**config.mk**
```make
export PLATFORM = sky130hd
export DESIGN_NAME = tt_um_alu_decoders
export DESIGN_NICKNAME = d
export VERILOG_FILES = /design/src/rtl/tt_um_alu_decoders_pkg.sv /design/src/rtl/tt_um_alu_decoders_seg7.sv /design/src/rtl/tt_um_alu_decoders.sv
export SDC_FILE = /design/constraint.sdc
export NUM_CORES = 1
export LEC_CHECK = 0
export ABC_AREA = 0
export CORE_UTILIZATION = 45
export DETAILED_ROUTE_END_ITERATION = 10
export MAX_ROUTING_LAYER = met4
export PLACE_DENSITY = 0.88
export SLEW_MARGIN = 20
export SYNTH_ARGS = -nofsm -noshare
export SYNTH_HDL_FRONTEND = slang
export SYNTH_HIERARCHICAL = 1
export SYNTH_SLANG_ARGS = --single-unit
export TNS_END_PERCENT = 100
```
**constraint.sdc**
```tcl
create_clock -name vclk -period 5.67
set_input_delay 0.8505 -clock vclk [all_inputs]
set_output_delay 0.8505 -clock vclk [all_outputs]
set_load 0.02 [all_outputs]
```
**src/rtl/tt_um_alu_decoders_pkg.sv**
```systemverilog
// Shared types and constants for the ALU/decoder tile: opcode and output-mode
// enums plus the 7-segment lookup used by the octal digit decoders.
package alu_dec_pkg;

  // Two-bit ALU opcode carried on ui_in[1:0]
  typedef enum logic [1:0] {
    OP_ADD = 2'd0,
    OP_SUB = 2'd1,
    OP_MUL = 2'd2,
    OP_AND = 2'd3
  } op_e;

  // Output format selected by uio_in[7]
  typedef enum logic {
    MODE_OCT  = 1'b0,
    MODE_GRAY = 1'b1
  } mode_e;

  // Segment patterns for octal digits, bit0=a .. bit6=g, active high
  localparam logic [6:0] SEG7 [0:7] = '{
    7'h3F, 7'h06, 7'h5B, 7'h4F, 7'h66, 7'h6D, 7'h7D, 7'h07
  };

  // Output-enable pattern: uio[7] is the mode input, uio[6:0] drive the upper digit
  localparam logic [7:0] UIO_OE_VAL = 8'h7F;

endpackage

```
**src/rtl/tt_um_alu_decoders_seg7.sv**
```systemverilog
// Octal digit to 7-segment decoder (bit0=a .. bit6=g, active high).
module seg7_oct_decoder
  import alu_dec_pkg::*;
(
  input  logic [2:0] i_digit,
  output logic [6:0] o_seg
);

  // Table lookup of the segment pattern for one octal digit
  always_comb begin
    o_seg = SEG7[i_digit];
  end

endmodule

```
**src/rtl/tt_um_alu_decoders.sv**
```systemverilog
// Tiny Tapeout tile: 3-bit ALU (ADD/SUB/MUL/AND) producing a 6-bit result,
// shown either as two octal 7-segment digits or as Gray-coded binary.
// Optional build macro OUTPUT_REG_EN registers uo_out/uio_out (1-cycle latency,
// async active-low reset to zero); without it the tile is purely combinational.
module tt_um_alu_decoders
  import alu_dec_pkg::*;
(
  input  logic [7:0] ui_in,
  output logic [7:0] uo_out,
  input  logic [7:0] uio_in,
  output logic [7:0] uio_out,
  output logic [7:0] uio_oe,
  input  logic       ena,
  input  logic       clk,
  input  logic       rst_n
);

  logic [2:0] w_a;
  logic [2:0] w_b;
  op_e        w_op;
  mode_e      w_mode;
  logic [5:0] w_r;
  logic       w_z;
  logic [5:0] w_gray;
  logic [6:0] w_seg_lo;
  logic [6:0] w_seg_hi;
  logic [7:0] w_uo;
  logic [7:0] w_uio;

  assign w_a    = ui_in[7:5];
  assign w_b    = ui_in[4:2];
  assign w_op   = op_e'(ui_in[1:0]);
  assign w_mode = mode_e'(uio_in[7]);

  // ALU: operands zero-extended to 6 bits so SUB wraps modulo 64
  always_comb begin
    w_r = 6'd0;
    case (w_op)
      OP_ADD:  w_r = {3'b000, w_a} + {3'b000, w_b};
      OP_SUB:  w_r = {3'b000, w_a} - {3'b000, w_b};
      OP_MUL:  w_r = {3'b000, w_a} * {3'b000, w_b};
      OP_AND:  w_r = {3'b000, w_a & w_b};
      default: w_r = 6'd0;
    endcase
  end

  assign w_z    = (w_r == 6'd0);
  assign w_gray = w_r ^ (w_r >> 1);

  seg7_oct_decoder u_seg_lo (
    .i_digit (w_r[2:0]),
    .o_seg   (w_seg_lo)
  );

  seg7_oct_decoder u_seg_hi (
    .i_digit (w_r[5:3]),
    .o_seg   (w_seg_hi)
  );

  // Output format mux: octal digits or Gray code, zero flag on bit 7
  always_comb begin
    w_uo  = 8'h00;
    w_uio = 8'h00;
    if (w_mode == MODE_GRAY) begin
      w_uo  = {w_z, 1'b0, w_gray};
      w_uio = 8'h00;
    end else begin
      w_uo  = {w_z, w_seg_lo};
      w_uio = {1'b0, w_seg_hi};
    end
  end

  assign uio_oe = UIO_OE_VAL;

`ifdef OUTPUT_REG_EN
  logic [7:0] r_uo;
  logic [7:0] r_uio;
  logic       w_unused;

  // Output register: async clear on reset, capture formatted result each edge
  always_ff @(posedge clk or negedge rst_n) begin
    if (!rst_n) begin
      r_uo  <= 8'h00;
      r_uio <= 8'h00;
    end else begin
      r_uo  <= w_uo;
      r_uio <= w_uio;
    end
  end

  assign uo_out   = r_uo;
  assign uio_out  = r_uio;
  assign w_unused = &{1'b0, ena, uio_in[6:0]};
`else
  logic w_unused;

  assign uo_out   = w_uo;
  assign uio_out  = w_uio;
  assign w_unused = &{1'b0, ena, clk, rst_n, uio_in[6:0]};
`endif

endmodule

```
# Word level (Yosys, flattened, before mapping)
# Memory sizes are Yosys's and may differ from the RTL's.
# Index checks and enable logic that the tools add are counted.
dict set report totals {
  ff_bits 0
  latch_bits 0
  ramBits 0
  rom_bits 112
  input_bits 19
  wordCells 23
  memories 2
}
dict set report classes {
  n_addsub 2
  multipliers 1
  div_mod_pow 0
  order_cmp 2
  n_eq_ne 3
  shift 0
  n_mux 7
  bitwise_logic 4
  reduce_logical 2
}
# name words word_bits read_ports rd_ports_with_merged_regs write_ports line_no
set mem_list {}
lappend mem_list {{(no name shown)} 8 7 1 0 0 tt_um_alu_decoders_seg7.sv:11} ;# o_seg = SEG7[i_digit];
lappend mem_list {{(no name shown)} 8 7 1 0 0 tt_um_alu_decoders_seg7.sv:11}
# operator n
set ops {}
lappend ops {{two-way mux 7 bit} 6}
lappend ops {{case mux 6 bit (4 select lines)} 1}
lappend ops {{greater-or-equal comparator 4 bit (second input constant)} 2}
lappend ops {{NOT 3 -> 4 bit} 2}
lappend ops {{logical NOT 6 bit} 1}
lappend ops {{multiplier 3 x 3 -> 6 bit} 1}
lappend ops {{bitwise XOR 6 x 5 -> 6 bit} 1}
lappend ops {{adder 3 x 3 -> 4 bit} 1}
lappend ops {{== test 2 bit (second input constant)} 2}
lappend ops {{subtractor 3 x 3 -> 4 bit} 1}
lappend ops {{bitwise AND 3 bit} 1}
lappend ops {{== test 2 x 1 -> 1 bit (second input constant)} 1}
lappend ops {{logical NOT 2 bit} 1}

# Longest topological paths before layout
# Gate-level depths: netlist of the first run.
dict set report depth {
  word_depth 7
  depth_mapped 13
  depth_no_buf 13
}

# Hierarchy
# The synthesis of the first run kept the hierarchy.
# module n_inst cells_each area_per_inst_um2
set modules_own_cells {}
lappend modules_own_cells {tt_um_alu_decoders 1 99 770.7}
lappend modules_own_cells {seg7_oct_decoder 2 19 140.1}

# Worst setup path after synthesis of the first run
# No wires, ideal clock.
dict set report synth_timing {
  path_kind {in2out}
  start {in ui_in[3]}
  end {out uio_out[3]}
  t_arrival_ns 3.510
  path_slack_ns 1.310
  path_stages 13
  cell_sequence {ha_1 inv_1 fa_1 inv_1 ha_1 fa_1 xnor2_1 o22ai_1 inv_1 ha_1 inv_1 a21oi_1 nor2b_1}
}
dict set report synth_between {
  elab_chain_len 7
  elab_cells_between_ends 9
  cone_classes {2 x add/sub; 1 x mul; 4 x mux; 1 x bitwise; 1 x memory}
}
# item line_no
set synth_lines {}
lappend synth_lines {{from (decl)} tt_um_alu_decoders.sv:8} ;# input logic [7:0] ui_in,
lappend synth_lines {{multiplier 3 x 3 -> 6 bit / subtractor 3 x 3 -> 4 bit (equally long branches)} {tt_um_alu_decoders.sv:41, tt_um_alu_decoders.sv:40}}
lappend synth_lines {{case mux 6 bit (4 select lines) *} tt_um_alu_decoders.sv:38} ;# case (w_op)
lappend synth_lines {{via w_r[4]} tt_um_alu_decoders.sv:22} ;# logic [5:0] w_r;
lappend synth_lines {{NOT 3 -> 4 bit (not written as such) *} tt_um_alu_decoders_seg7.sv:11}
lappend synth_lines {{memory (8 x 7 bit) *} n/a}
lappend synth_lines {{two-way mux 7 bit (not written as such) * (2 in series)} tt_um_alu_decoders_seg7.sv:11}
lappend synth_lines {{via w_seg_hi[3]} tt_um_alu_decoders.sv:26} ;# logic [6:0] w_seg_hi;
lappend synth_lines {{two-way mux 7 bit *} tt_um_alu_decoders.sv:64} ;# if (w_mode == MODE_GRAY) begin
lappend synth_lines {{to (decl)} tt_um_alu_decoders.sv:11} ;# output logic [7:0] uio_out,
# The timed path passes the listed nets; every way through them passes the cells marked *. The select of a mux whose other input is x is not followed.

# Worst setup path in the final report of the first run
dict set report layout_timing {
  start {in ui_in[3]}
  end {out uio_out[1]}
}
dict set report layout_between {
  elab_chain_len 7
  elab_cells_between_ends 9
  cone_classes {2 x add/sub; 1 x mul; 4 x mux; 1 x bitwise; 1 x memory}
}
# item line_no
set layout_lines {}
lappend layout_lines {{multiplier 3 x 3 -> 6 bit, or another cell as far along} tt_um_alu_decoders.sv:41} ;# OP_MUL: w_r = {3'b000, w_a} * {3'b000, w_b};
lappend layout_lines {{case mux 6 bit (4 select lines) *} tt_um_alu_decoders.sv:38}
lappend layout_lines {{via w_r[3]} tt_um_alu_decoders.sv:22}
lappend layout_lines {{NOT 3 -> 4 bit (not written as such) *} tt_um_alu_decoders_seg7.sv:11}
lappend layout_lines {{memory (8 x 7 bit) *} n/a}
lappend layout_lines {{two-way mux 7 bit (not written as such) * (2 in series)} tt_um_alu_decoders_seg7.sv:11}
lappend layout_lines {{via w_seg_hi[1]} tt_um_alu_decoders.sv:26}
lappend layout_lines {{two-way mux 7 bit *} tt_um_alu_decoders.sv:64}
# Marks and branches as above.

==> summary.md, run 1 <==
| Metric | Value |
|---|---|
| Site Rows | `17` |
| Vias per cell | `approximately 4.9` |
| Final worst setup slack | `about 0.26 ns` |
| Total Nets Final | `between 200 and 250` |
| Final core utilization | `0.5848` |
| Worst Tran Pin Value | `between 0.5 and 0.6 ns` |
| Multi-input logic area | `slightly above 900 um^2` |
| Hold path start | `uio_in[7]` |
| Fmax | `approximately 180 MHz` |
| Number of global-route vias before repair | `approximately 900` |
| Critical path class | `in -> out` |
| GRT Resource Usage Total | `0.1828` |
| WP data required | `slightly below 5 ns` |
| Clock buffers | `0` |
| Final number of setup-violating endpoints | `0` |
| WHS Endpoint | `uio_out[3]` |
| Die H | `around 50 um` |
| Switching share of power | `0.5308` |
| PortBufs | `24` |
| Finished Layout Cells | `about 190` |
| Outcome | `finished clean` |
| Worst endpoint data arrival time | `around 4.6 ns` |
| Slew HR | `0.6225` |
| M1 WL | `885 um` |
| Max-Cap Viols | `0` |
| Cell Pwr Density | `approximately 130 mW/mm^2` |
| Antenna viol nets, final | `0` |
| Routed Wire Length | `between 2000 and 2500 um` |
| Max IR drop VDD | `~0.081 mV` |
| Most frequent cells in the layout | `26 x ha_1, 23 x clkdlybuf4s50_1, 20 x inv_1` |
| Antenna cells | `0` |
| Initial antenna violation count | `0` |
| Switching power | `approximately 0.09 mW` |
| First-pass GRT wire length | `around 3600 um` |
| Top sig layer | `met4` |
| Die area | `~0.0025 mm^2` |
| Drt first pass iters | `2` |
| Final HPWL DP | `1801 um` |
| Most common cell after layout, fill and taps aside | `ha_1` |
| Total grt overflow | `0` |
| Area grow syn2layout | `23.10%` |
| Seq cells | `0` |
| Setup crit end kind | `output port` |
| Initial DRC count | `9` |
| Hold depth | `3` |
| Routed len/inst | `between 10 and 15 um` |
| HP Class | `in -> out` |
| Comb power frac | `1.000` |
| Met2 WL | `1060 um` |
| Largest net degree at the start of global routing | `18` |
| Final Cycle Share | `0.9536` |
| Setup TNS | `0 ns` |
| Post-CTS setup buffers | `0` |
| Met3 wire len | `between 60 and 70 um` |
| Dpl ws | `0.1728 ns` |
| Seq/Total Area, Yosys | `0` |
| CP max stage cell | `clkdlybuf4s50_1` |
| Share of cells above drive strength 1 | `0.06329` |
| Internal cell power | `between 0.08 and 0.09 mW` |
| CP Launch Type | `input port` |
| # IOs | `43` |
| Critical Path, Cell by Cell | `clkdlybuf4s50_1 > ha_1 > inv_1 > fa_1 > inv_1 > ha_1 > fa_1 > a21o_1 > o31a_1 > inv_1 > ha_1 > nand2_1 > nor2b_1 > clkdlybuf4s50_1` |
| Sequential Area | `0 um^2` |
| Yosys Warn Count | `6` |
| Cells after synthesis | `~140` |
| Dpl cells | `approximately 190` |
| Clock share of power | `0` |
| Post-CTS sizing | `0` |
| Mapped Area | `~0.0011 mm^2` |
| Pleak | `a little under 0.7 nW` |
| Top cells by area, synth | `ha_1 31%, fa_1 7.6%, buf_4 7.1%, inv_1 7.1%, nor2b_1 6.5%` |
| Max incr delay on CP | `approximately 0.62 ns` |
| Fin. Hold Viols | `0` |
| DR DRC count | `0` |
| Syn avg cell area | `around 7.7 um^2` |
| Vias | `912` |
| Sequential share of power | `0` |
| Initial Utilization | `0.4751` |
| RSZ-0062 raised after global routing | `no` |
| Fill count | `roughly 210` |
| Final GP Congestion | `0.9029` |
| Core area | `0.002212 mm^2` |
| Final period demand of the worst path | `5.407 ns` |
| Worst Path Max Fanout | `4` |
| Top-area cell type share of the netlist area | `0.3095` |
| Hold_buf cts | `0` |
| Die width | `~50 um` |
| Final slew viol count | `0` |
| Area leader, netlist | `ha_1` |
| Yosys cell types | `28` |
critical path: cells and delay by family:
family	cells	cell delay (ns)
adder cells (fa/ha/maj)	5	1.79
buffers and inverters	5	1.35
AO/OA/AOI/OAI	2	0.37
AND/OR/NAND/NOR	2	0.19
layout make-up:
type / count / share of cell area
inverters: 21 / 0.06093
repair buffers: 26 / 0.1992
multi-input cells: 111 / 0.7128
well taps: 28 / 0.02708
metal layers:
metal	vias up	GRT usage
li1	468	-
met1	417	0.2102
met2	23	0.3533
met3	4	0.006061
met4	0	0.02778
met5	-	-
power by group through the flow:
stage | clock [mW] | combinational (mW) | sequential [mW]
finish | 0 | 0.175 | 0
global route | 0 | 0.195 | 0
CTS | 0 | 0.175 | 0
detailed placement | 0 | 0.174 | 0
global placement | 0 | 0.168 | 0
floorplan | 0 | 0.120 | 0
per-stage QoR:
stage	area (um^2)	total power, mW	hold slack (ns)
after floorplan	1077	0.1205	1.958
after global placement	1285	0.1678	3.043
after detailed placement	1285	0.1744	3.061
after CTS	1285	0.1752	3.060
after global routing	1294	0.1951	2.867
final	1294	0.1745	2.813
how the worst max path moves through the flow:
stage,slack [ns],depth (start not counted),start,end
4_1_cts,0.17,15,ui_in[3],uio_out[3]
3_3_place_gp,0.26,15,ui_in[3],uio_out[3]
6_report,0.26,14,ui_in[3],uio_out[1]
5_1_grt,0.07,14,ui_in[3],uio_out[1]
3_5_place_dp,0.17,15,ui_in[3],uio_out[3]
2_1_floorplan,1.31,13,ui_in[3],uio_out[3]
cell usage after synthesis:
library cell / instances
and2_1: 4
a21o_1: 4
nor2_1: 8
o21ai_0: 2
o21a_1: 1
mux4_2: 2
ha_1: 26
o31ai_1: 1
mux2i_1: 1
buf_4: 10
clkbuf_1: 2
nand2_1: 9
fa_1: 4
xor2_1: 1
conb_1: 2
o211ai_1: 1
xnor2_1: 4
a21oi_1: 9
inv_1: 20
mux2_2: 4
o31a_1: 1
o22ai_1: 1
nor2b_1: 11
and3_1: 1
a31oi_1: 1
inv_2: 1
nand2b_1: 5
a32oi_1: 1
logic make-up after synthesis:
group	Yosys count	share of synthesized area
adders and majority gates	30	0.3857
and+or+nand+nor	38	0.1857
buffers and inverters	33	0.1536
muxes	7	0.09523
xor gates and xnor gates	5	0.04166
other	2	0.007146
AOI/OAI and AO/OA	22	0.1310
Note: power is estimated with default switching activity, not from simulation.
==> inputs of run 2 (changes only) <==
--- a/config.mk
+++ b/config.mk
@@ -9,7 +9,7 @@
 export CORE_UTILIZATION = 45
 export DETAILED_ROUTE_END_ITERATION = 10
 export MAX_ROUTING_LAYER = met4
-export PLACE_DENSITY = 0.88
+export PLACE_DENSITY = 0.87
 export SLEW_MARGIN = 20
 export SYNTH_ARGS = -nofsm -noshare
 export SYNTH_HDL_FRONTEND = slang
==> run 2 against run 1 <==
Against the previous run:
- fmax grew 0.24%
- global-route usage is 0.60 points higher
- flip-flop and latch count did not move
- first-iteration DRC count is 44% higher
- wire length up 3.8%
- sequential share of layout area unchanged
- power up 2.3%
- setup slack better by 0.013 ns
- cell count increased by 1.1%
- highest routed layer unchanged
==> summary.md, run 2 (same netlist as run 1, synthesis figures left out) <==
| Metric | Value |
|---|---|
| Outcome | `finished clean` |
| Largest net degree at the start of global routing | `18 (unchanged)` |
| Worst hold slack | `2.841 ns (+0.02754 ns)` |
| Drt first pass iters | `6 (+4)` |
| Worst Tran Pin Value | `0.5839 ns (+0.01942 ns)` |
| Fmax | `185.4 MHz (+0.24%)` |
| Sequential share of power | `0 (unchanged)` |
| Critical path origin | `ui_in[3]` |
| Design Area, Final | `0.001303 mm^2 (+0.68%)` |
| CP max stage cell | `clkdlybuf4s50_1` |
| Worst endpoint data arrival time | `4.54 ns (-0.02 ns)` |
| Area grow syn2layout | `23.93%` |
| Setup crit end | `uio_out[1]` |
| Hold path start | `uio_in[7]` |
| First-pass GRT wire length | `3753 um (+3.2%)` |
| CP Depth | `14 (unchanged)` |
| Die H | `50.33 um (unchanged)` |
| Most common cell after layout, fill and taps aside | `ha_1` |
| Switching power | `0.09446 mW (+2.0%)` |
| Fin. Hold Viols | `0 (unchanged)` |
| Number of global-route vias before repair | `910 (+0.89%)` |
| Antenna viol nets, final | `0 (unchanged)` |
| PortBufs | `24 (unchanged)` |
| Final period demand of the worst path | `5.394 ns (-0.01320 ns)` |
| Cell Pwr Density | `137.1 mW/mm^2 (+1.6%)` |
| Initial antenna violation count | `0 (unchanged)` |
| Final GP Congestion | `0.8992 (-0.41%)` |
| Dpl cells | `188 (+1.1%)` |
| DR DRC count | `0 (unchanged)` |
| Slew HR | `0.6095 (-0.01299)` |
| Total Nets Final | `211 (+0.96%)` |
| Final Cycle Share | `0.9513 (-0.002329)` |
| HP Class | `in -> out` |
| Share of cells above drive strength 1 | `0.06875 (+0.005459)` |
| Comb power frac | `1.000 (about the same)` |
| WP data required | `4.82 ns (about the same)` |
| Site Rows | `17 (unchanged)` |
| Routed Wire Length | `2123 um (+3.8%)` |
| Final number of setup-violating endpoints | `0 (unchanged)` |
| Initial Utilization | `0.4751 (unchanged)` |
| Power Total | `0.1785 mW (+2.3%)` |
| Max incr delay on CP | `0.62 ns (about the same)` |
| CP delay by family, top | `adder cells` |
| Routed len/inst | `11.29 um (+2.7%)` |
| Antenna cells | `0 (unchanged)` |
| Die area | `0.002533 mm^2 (unchanged)` |
| Max-Cap Viols | `0 (unchanged)` |
| Vias | `924 (+1.3%)` |
| Setup TNS | `0 ns (unchanged)` |
| Die width | `50.33 um (unchanged)` |
| Dpl ws | `0.2097 ns (+0.03690 ns)` |
| Max IR drop VDD | `0.07316 mV (-9.8%)` |
| Fill count | `199 (-6.1%)` |
| Post-CTS setup buffers | `0 (unchanged)` |
| # IOs | `43 (unchanged)` |
| Critical path class | `in -> out` |
| Core area | `0.002212 mm^2 (unchanged)` |
| Final core utilization | `0.5888 (+0.003959)` |
| Most frequent cells in the layout | `26 x ha_1, 23 x clkdlybuf4s50_1, 20 x inv_1` |
| Finished Layout Cells | `188 (+1.1%)` |
| Clock buffers | `0 (unchanged)` |
| Final worst setup slack | `0.2763 ns (+0.01320 ns)` |
| Worst path bufs/invs | `5 (unchanged)` |
| Vias per cell | `4.915 (+0.24%)` |
| Switching share of power | `0.5292 (-0.001590)` |
| Seq cells | `0 (unchanged)` |
| Worst Path Max Fanout | `4 (unchanged)` |
| Post-place instance area | `0.001300 mm^2 (+1.2%)` |
| Internal cell power | `0.08405 mW (+2.6%)` |
| Initial DRC count | `13 (+4)` |
| CP Launch Type | `input port` |
| RSZ-0062 raised after global routing | `no` |
| GRT Resource Usage Total | `0.1887 (+0.005955)` |
| Setup crit end kind | `output port` |
| Pleak | `0.6859 nW (+1.2%)` |
| Final HPWL DP | `1821 um (+1.1%)` |
| Critical Path, Cell by Cell | `clkdlybuf4s50_1 > ha_1 > inv_1 > fa_1 > inv_1 > ha_1 > fa_1 > a21o_1 > o31a_1 > inv_1 > ha_1 > nand2_1 > nor2b_1 > clkdlybuf4s50_1` |
| Sequential Area | `0 um^2 (unchanged)` |
| Clock share of power | `0 (unchanged)` |
| Final slew viol count | `0 (unchanged)` |
| Total grt overflow | `0 (unchanged)` |
## run 2: cell type report
class | count | area (um^2) | area share
inverters | 21 | 78.83 | 0.06052
repair buffers | 28 | 272.8 | 0.2094
well taps | 28 | 35.03 | 0.02690
multi-input cells | 111 | 915.9 | 0.7032
## run 2: timing repair
| action | CTS | global route |
|---|---|---|
| gates resized for setup | 0 | 1 |
| endpoints found under the setup margin | 0 | 1 |
| hold buffers | 0 | 0 |
## run 2: power by group through the flow
stage	Clock (mW)	Combinational, mW	Sequential, mW
final	0	0.179	0
after global routing	0	0.197	0
after CTS	0	0.179	0
after detailed placement	0	0.178	0
after global placement	0	0.171	0
after floorplan	0	0.120	0
## run 2: worst min-delay path by stage
stage | depth (start not counted) | slack [ns] | to
finish | 3 | 2.84 | uio_out[3]
global route | 3 | 2.92 | uio_out[3]
CTS | 5 | 3.04 | uo_out[3]
detailed placement | 5 | 3.04 | uo_out[3]
global placement | 5 | 3.04 | uo_out[3]
floorplan | 3 | 1.96 | uo_out[3]
## run 2: per-layer routing
metal,part of all wire,wire length (um),vias to the layer above,track usage
met5,0,0,-,-
met4,0.0066,14,0,0.03241
met3,0.023,48,2,0
met2,0.50,1062,24,0.3578
met1,0.47,997,428,0.2253
li1,-,-,470,-
